**src/rtl/dsp_addsub_pipe.sv**
```systemverilog
// Pipelined SIMD add/subtract/accumulate with a per-lane accumulator and valid/ready handshake.
// Lanes are arithmetically independent; a single enable advances or freezes the whole pipe.
module dsp_addsub_pipe #(
  parameter int unsigned width   = 8,
  parameter int unsigned lanes   = 1,
  parameter int unsigned latency = 2
) (
  input  logic                     clock,
  input  logic                     reset,
  input  logic                     in_valid,
  output logic                     in_ready,
  input  logic [1:0]               op,
  input  logic [width*lanes-1:0]   a,
  input  logic [width*lanes-1:0]   b,
  output logic                     out_valid,
  input  logic                     out_ready,
  output logic [width*lanes-1:0]   y,
  output logic [lanes-1:0]         carry
);

  localparam int unsigned Wt  = width * lanes;
  localparam int          Lat = int'(latency);

  localparam logic [1:0] OpAdd  = 2'b00;
  localparam logic [1:0] OpSub  = 2'b01;
  localparam logic [1:0] OpAcc  = 2'b10;
  localparam logic [1:0] OpLoad = 2'b11;

  if (!(lanes == 1 || lanes == 2 || lanes == 4)) begin : gen_bad_lanes
    $error("dsp_addsub_pipe: lanes must be 1, 2 or 4");
  end
  if (width < 1 || width * lanes > 48) begin : gen_bad_width
    $error("dsp_addsub_pipe: width must be >= 1 and width*lanes <= 48");
  end
  if (latency < 1 || latency > 3) begin : gen_bad_latency
    $error("dsp_addsub_pipe: latency must be 1..3");
  end

  logic                            en;
  logic                            accept;
  logic [Wt-1:0]                   acc_q, acc_d;
  logic [lanes-1:0][width:0]       r_lane;
  logic [Wt-1:0]                   res_y;
  logic [lanes-1:0]                res_c;

  logic [Lat-1:0]                  vld_q;
  logic [Lat-1:0][Wt-1:0]          y_q;
  logic [Lat-1:0][lanes-1:0]       c_q;

  assign en       = !out_valid || out_ready;
  assign in_ready = en;
  assign accept   = in_valid && en;

  // Each lane works on width+1 bits so the top bit is that lane's carry; nothing crosses lanes.
  always_comb begin
    r_lane = '0;
    res_y  = '0;
    res_c  = '0;
    acc_d  = acc_q;
    for (int i = 0; i < int'(lanes); i++) begin
      unique case (op)
        OpAdd:  r_lane[i] = {1'b0, a[i*width +: width]} + {1'b0, b[i*width +: width]};
        OpSub:  r_lane[i] = {1'b0, a[i*width +: width]} + {1'b0, ~b[i*width +: width]}
                            + {{width{1'b0}}, 1'b1};
        OpAcc:  r_lane[i] = {1'b0, acc_q[i*width +: width]} + {1'b0, a[i*width +: width]};
        OpLoad: r_lane[i] = {1'b0, a[i*width +: width]};
      endcase
      res_y[i*width +: width] = r_lane[i][width-1:0];
      res_c[i]                = r_lane[i][width];
      if (op[1]) acc_d[i*width +: width] = r_lane[i][width-1:0];
    end
  end

  always_ff @(posedge clock or negedge reset) begin
    if (!reset) begin
      acc_q <= '0;
      vld_q <= '0;
      y_q   <= '0;
      c_q   <= '0;
    end else begin
      if (accept) acc_q <= acc_d;
      if (en) begin
        vld_q[0] <= in_valid;
        if (in_valid) begin
          y_q[0] <= res_y;
          c_q[0] <= res_c;
        end
        for (int s = 1; s < Lat; s++) begin
          vld_q[s] <= vld_q[s-1];
          y_q[s]   <= y_q[s-1];
          c_q[s]   <= c_q[s-1];
        end
      end
    end
  end

  assign out_valid = vld_q[Lat-1];
  assign y         = y_q[Lat-1];
  assign carry     = c_q[Lat-1];

endmodule
```
**config.mk**
```make
export PLATFORM = sky130hd
export DESIGN_NAME = dsp_addsub_pipe
export DESIGN_NICKNAME = d
export VERILOG_FILES = /design/src/rtl/dsp_addsub_pipe.sv
export SDC_FILE = /design/constraint.sdc
export NUM_CORES = 1
export LEC_CHECK = 0
export CORE_MARGIN = 2
export CORE_UTILIZATION = 35
export CTS_CLUSTER_DIAMETER = 50
export CTS_CLUSTER_SIZE = 40
export DETAILED_ROUTE_END_ITERATION = 8
export DONT_BUFFER_PORTS = 1
export GPL_TIMING_DRIVEN = 0
export PLACE_DENSITY = 0.48
export RECOVER_POWER = 100
export SLEW_MARGIN = 25
export SYNTH_ARGS = -nofsm -noshare
export SYNTH_HDL_FRONTEND = slang
export SYNTH_SLANG_ARGS = --single-unit
```
**constraint.sdc**
```tcl
create_clock -name clock -period 2.3 [get_ports clock]
set_clock_uncertainty 0.15 [all_clocks]
set_input_delay 0.23 -clock clock [delete_from_list [all_inputs] [get_ports clock]]
set_output_delay 0.23 -clock clock [all_outputs]
set_load 0.05 [all_outputs]
```
# Word level (Yosys, flattened, before mapping)
# Index checks and enable logic that the tools add are counted.
# classes
addsub	4
n_eq_ne	3
n_mux	1
bitwise	1
reduce_logical	6
# ops
op	count
one-hot mux 9 bit (4 select lines)	1
adder 8 x 8 -> 9 bit	3
adder 9 x 1 -> 9 bit, second input constant	1
NOT 8 bit	1
== test 2 bit, second input constant	2
AND reduction 2 bit	2
== test 2 x 1 -> 1 bit, second input constant	1
zero test 2 bit	1
logical AND 1 bit	1
zero test 1 bit	1
logical OR 1 bit	1
# totals
register_bits	28
input_bits	22
output_inout_bits	11
word_cells	21

# Depth between registers and ports, before layout
# logic_depth
ltp_word	4
ltp_mapped	12
mapped_depth_nobuf	11

# Least setup slack after synthesis
# OpenSTA, ideal clock, no wires.
# synth_timing
path_kind	input to register
startpoint	input op[0]
endpoint	register y_q[7] (netlist bit)
setup_time_ns	0.082
arrival_ns	2.323
t_required_ns	2.068
slack_ns	-0.255
stages	10
path_buffers	1
cell_sequence	buf_2 > inv_2 > nand2_1 > mux2_2 > ha_1 > and2_4 > a221oi_2 > a21oi_2 > o31a_1 > a31oi_1
# synth_via
elab_chain_cells	2
elab_cells_between_ends	5
classes_between	3 x eq/ne; 1 x mux; 1 x reduce/logical
# synth_rtl
item	line_no	source
from (decl)	12	input logic [1:0] op,
== test 2 bit, or another cell as far along	61	unique case (op)
one-hot mux 9 bit (4 select lines) (*)	61	
to (signal, indexed assignment)	90	y_q[s] <= y_q[s-1];
to (decl)	47	logic [Lat-1:0][Wt-1:0] y_q;
# Mark *: on every way between the ends. The rest lies on a longest branch, timed or not.
# A chain may end at the register's enable or synchronous reset.

# Final worst setup path
# layout_timing
startpoint	register acc_q[0]
endpoint	register c_q[0] (netlist bit)
# layout_via
elab_chain_cells	2
# layout_rtl
item	line_no	source
from (decl)	41	logic [Wt-1:0] acc_q, acc_d;
from (signal assigned)	76	acc_q <= '0;
from (signal assigned)	81	if (accept) acc_q <= acc_d;
adder 8 x 8 -> 9 bit	65	OpAcc: r_lane[i] = {1'b0, acc_q[i*width +: width]} + {1'b0, a[i*width +: width]};
one-hot mux 9 bit (4 select lines)	61	
to (signal, indexed assignment)	91	c_q[s] <= c_q[s-1];
to (decl)	48	logic [Lat-1:0][lanes-1:0] c_q;
# Every way passes these cells.

==> flow_summary.toml <==
[cts]
clkSinkCount = 28
root_buffer = "clkbuf_8"
clk_latency_ps = 270
cts_buffers = 3
path_clk_slew_ps = 90
htreeDepth = 1
cts_buffer_depth = 2
cts_tree = "built"

[yosys]
syn-num-nets = 296
synth_area_sq_um = 2140
yosysSeqAreaShare_pct = 32.7
synth_area_leaders = "dfrtp_1 33%, nand2_1 10%, ha_1 9.9%"
synth_top_area_share_pct = 32.7
synth-seq-cells = 28
synth_top_cell_by_area = "dfrtp_1"
synth_top_flop_cell = "dfrtp_1"
synth_cells = 255
ys_async_sr_fraction_pct = 100
yosys_warnings = 0
synth.distinct_cells = 50
synth-edff-count = 0
syn_area_per_cell_sq_um = 8.39

[worst_setup_path]
worst_ep_arrival_time_ps = 2280
crit_required_ps = 2300
critPathMaxStageDelay_ps = 390
critPathKind = "reg -> reg"
critPathBufInv = 1
path_cells = "mux2_4 > ha_4 > inv_2 > fa_2 > nor2b_2 > o31a_1 > o21a_1 > o41ai_2 > nand3_1"
endpoint_kind = "flip-flop"
start_kind = "flip-flop"
crit_family = "compound AO/OA/AOI/OAI gates"
crit_slowest_cell = "dfrtp_1"
crit_fanout = 3

[sta]
grt_setup_unrepaired = "true"
hold_violations = 0
period_share_pct = 98.9
slew_violations = 0
slew_headroom_pct = 0.381
setup-violations-final = 0
post-route-min-period_ps = 2270
tightest_slew_ps = 1490
max_freq_mhz = 440

[placement]
hpwl_um = 4180
io_buffer_count = 0
post-place-cells = 330
place_congestion = 0.860

[routing]
postRouteAntennaNets = 0
route.detailed.drc = 0
wl_per_cell_um = 15.1
drt-initial-drc-count = 72
vias = 1773
first_pass_iters = 4
vias_per_cell = 5.21
drt_wl_total_um = 5140

[pwr]
power.density_nw_per_um2 = 716
power_w = 0.00173
irDropWorstVdd_uv = 349
leakagePower_nw = 1.09

[floorplan]
io_pins = 33
rows = 28
core-area_sq_um = 5920
start_util_pct = 36.1
dieArea_sq_um = 6750
die_h_um = 82.2
die_x_um = 82.2

[layout]
stdcell_count = 340
antenna_cells = 0
area_growth_pct = 12.7
finalNetCount = 307
fill_cells = 626
drive_gt1_share_pct = 13.2

[outcome]
status = "complete, no violations"

[hold_path]
hp-class = "in -> reg"

[global_routing]
grt_usage_pct = 16.9
grt_pass1_vias = 1793
grt_antenna_before_repair = 0
grt_remaining_overflow = 0
grt_max_degree = 29
grt_pass1_wl_um = 8640

[job]
maxCapViolCount = 0
cell families after synthesis:
| kind of cell | synth area share (%) |
|---|---|
| multiplexers | 6.14 |
| AND/OR/NAND/NOR | 20.2 |
| AO/OA/AOI/OAI | 19.1 |
| XOR/XNOR | 2.05 |
| buffers and inverters | 7.89 |
| flip-flops | 32.7 |
| adder cells (fa/ha/maj) | 11.8 |
flip-flops by register name, indices dropped and copies added, names as in the netlist:
register and flops:
acc_q 8, y 8, vld_q 2, carry 1, y_q 8, c_q 1
metrics by stage:
stage	hold slack, ps	setup TNS (ps)	setup WS [ps]	utilization (%)	instance area (sq um)
finish	35.6	0	25.6	40.7	2410
global route	39.3	-275	-111	40.7	2410
CTS	33.4	-21.2	-21.2	41.2	2440
detailed placement	-215	-1110	-231	39.3	2330
global placement	-215	-1110	-231	39.3	2330
floorplan	-216	-1.57	-1.57	-	2230
layer usage:
layer  GRT usage [%]  vias up  routed length [um]
met2            27.2       36                2420
met4            4.33        0                  82
li1                -      907                   -
met5               0        -                   0
met1            23.2      824                2430
met3            3.37        6                 205
power by group:
part	total [W]	internal (W)	switching [W]
logic	0.000726	0.000267	0.000459
clock network	0.000301	0.000153	0.000148
registers	0.000699	0.000612	0.0000875
synth_stat cells, types with 2 or more instances:
library cell and count:
ha_1 17, o21a_1 3, and3_1 2, nor3b_1 2, a21oi_1 12, a221oi_2 2, nor2b_1 5, o21ai_0 10
a21o_1 4, dfrtp_1 28, nor2_1 13, a31oi_1 3, o31ai_1 2, a211oi_1 3, mux2i_1 3, nand2_1 58
inv_1 15, nand3_1 5, xnor2_1 4, inv_2 2, o41ai_1 3, clkbuf_1 3, o2111ai_1 2, fa_1 2
nor3_1 4, buf_2 6, buf_4 8, nand4_1 2, o211ai_1 2, mux2_2 9, o31a_1 2
path summary, 6_finish.rpt:
kind,startpoint,endpoint,slack [ps],cells past startpoint
worst max-delay path,acc_q[0]$_DFFE_PN0P_,c_q[0]$_DFFE_PN0P_,30,9
worst min-delay path,a[5],acc_q[5]$_DFFE_PN0P_,40,2
worst max register to register,acc_q[0]$_DFFE_PN0P_,c_q[0]$_DFFE_PN0P_,30,9
worst min register to register,vld_q[0]$_DFFE_PN0N_,vld_q[1]$_DFFE_PN0N_,320,1
max in group asynchronous,reset,y[4]$_DFFE_PN0N_,440,2
min in group asynchronous,reset,acc_q[0]$_DFFE_PN0P_,700,2
cells in the final DEF, fill, tap and decap left out, types with 2 or more instances in the layout:
master         netlist  routed
a211oi_1             3       3
a21o_1               4       4
a21oi_1             12      12
a31oi_1              3       3
and3_1               2       2
buf_2                6       2
buf_4                8       3
clkbuf_1             3      12
clkbuf_8             0       4
dfrtp_1             28      28
dlygate4sd3_1        0       3
ha_1                17      14
ha_4                 0       3
inv_1               15      14
mux2_2               9       8
mux2i_1              3       3
nand2_1             58      57
nand3_1              5       4
nand4_1              2       2
nor2_1              13      13
nor2b_1              5       4
nor3_1               4       4
nor3b_1              2       2
o2111ai_1            2       2
o211ai_1             2       2
o21a_1               3       3
o21ai_0             10      11
o31a_1               2       2
o31ai_1              2       2
o41ai_1              3       2
xnor2_1              4       4
timing repair:
item,4_1_cts,5_1_grt
resized for setup,2,2
pin swaps,0,1
endpoints found under the hold margin,30,0
setup buffers,0,2
setup endpoints to repair,2,5
hold buffers,4,0
final cells by class:
| cell class | instances | area (sq um) | share of cell area (%) |
|---|---|---|---|
| repair buffers | 6 | 48.8 | 2.02 |
| plain buffers | 18 | 86.3 | 3.58 |
| multi-input cells | 192 | 1360 | 56.2 |
| clock buffers | 4 | 55.1 | 2.28 |
| flip-flops and latches | 28 | 701 | 29.0 |
| well taps | 75 | 93.8 | 3.89 |
| inverters | 17 | 71.3 | 2.96 |
Power figures use the tool's default switching activity.
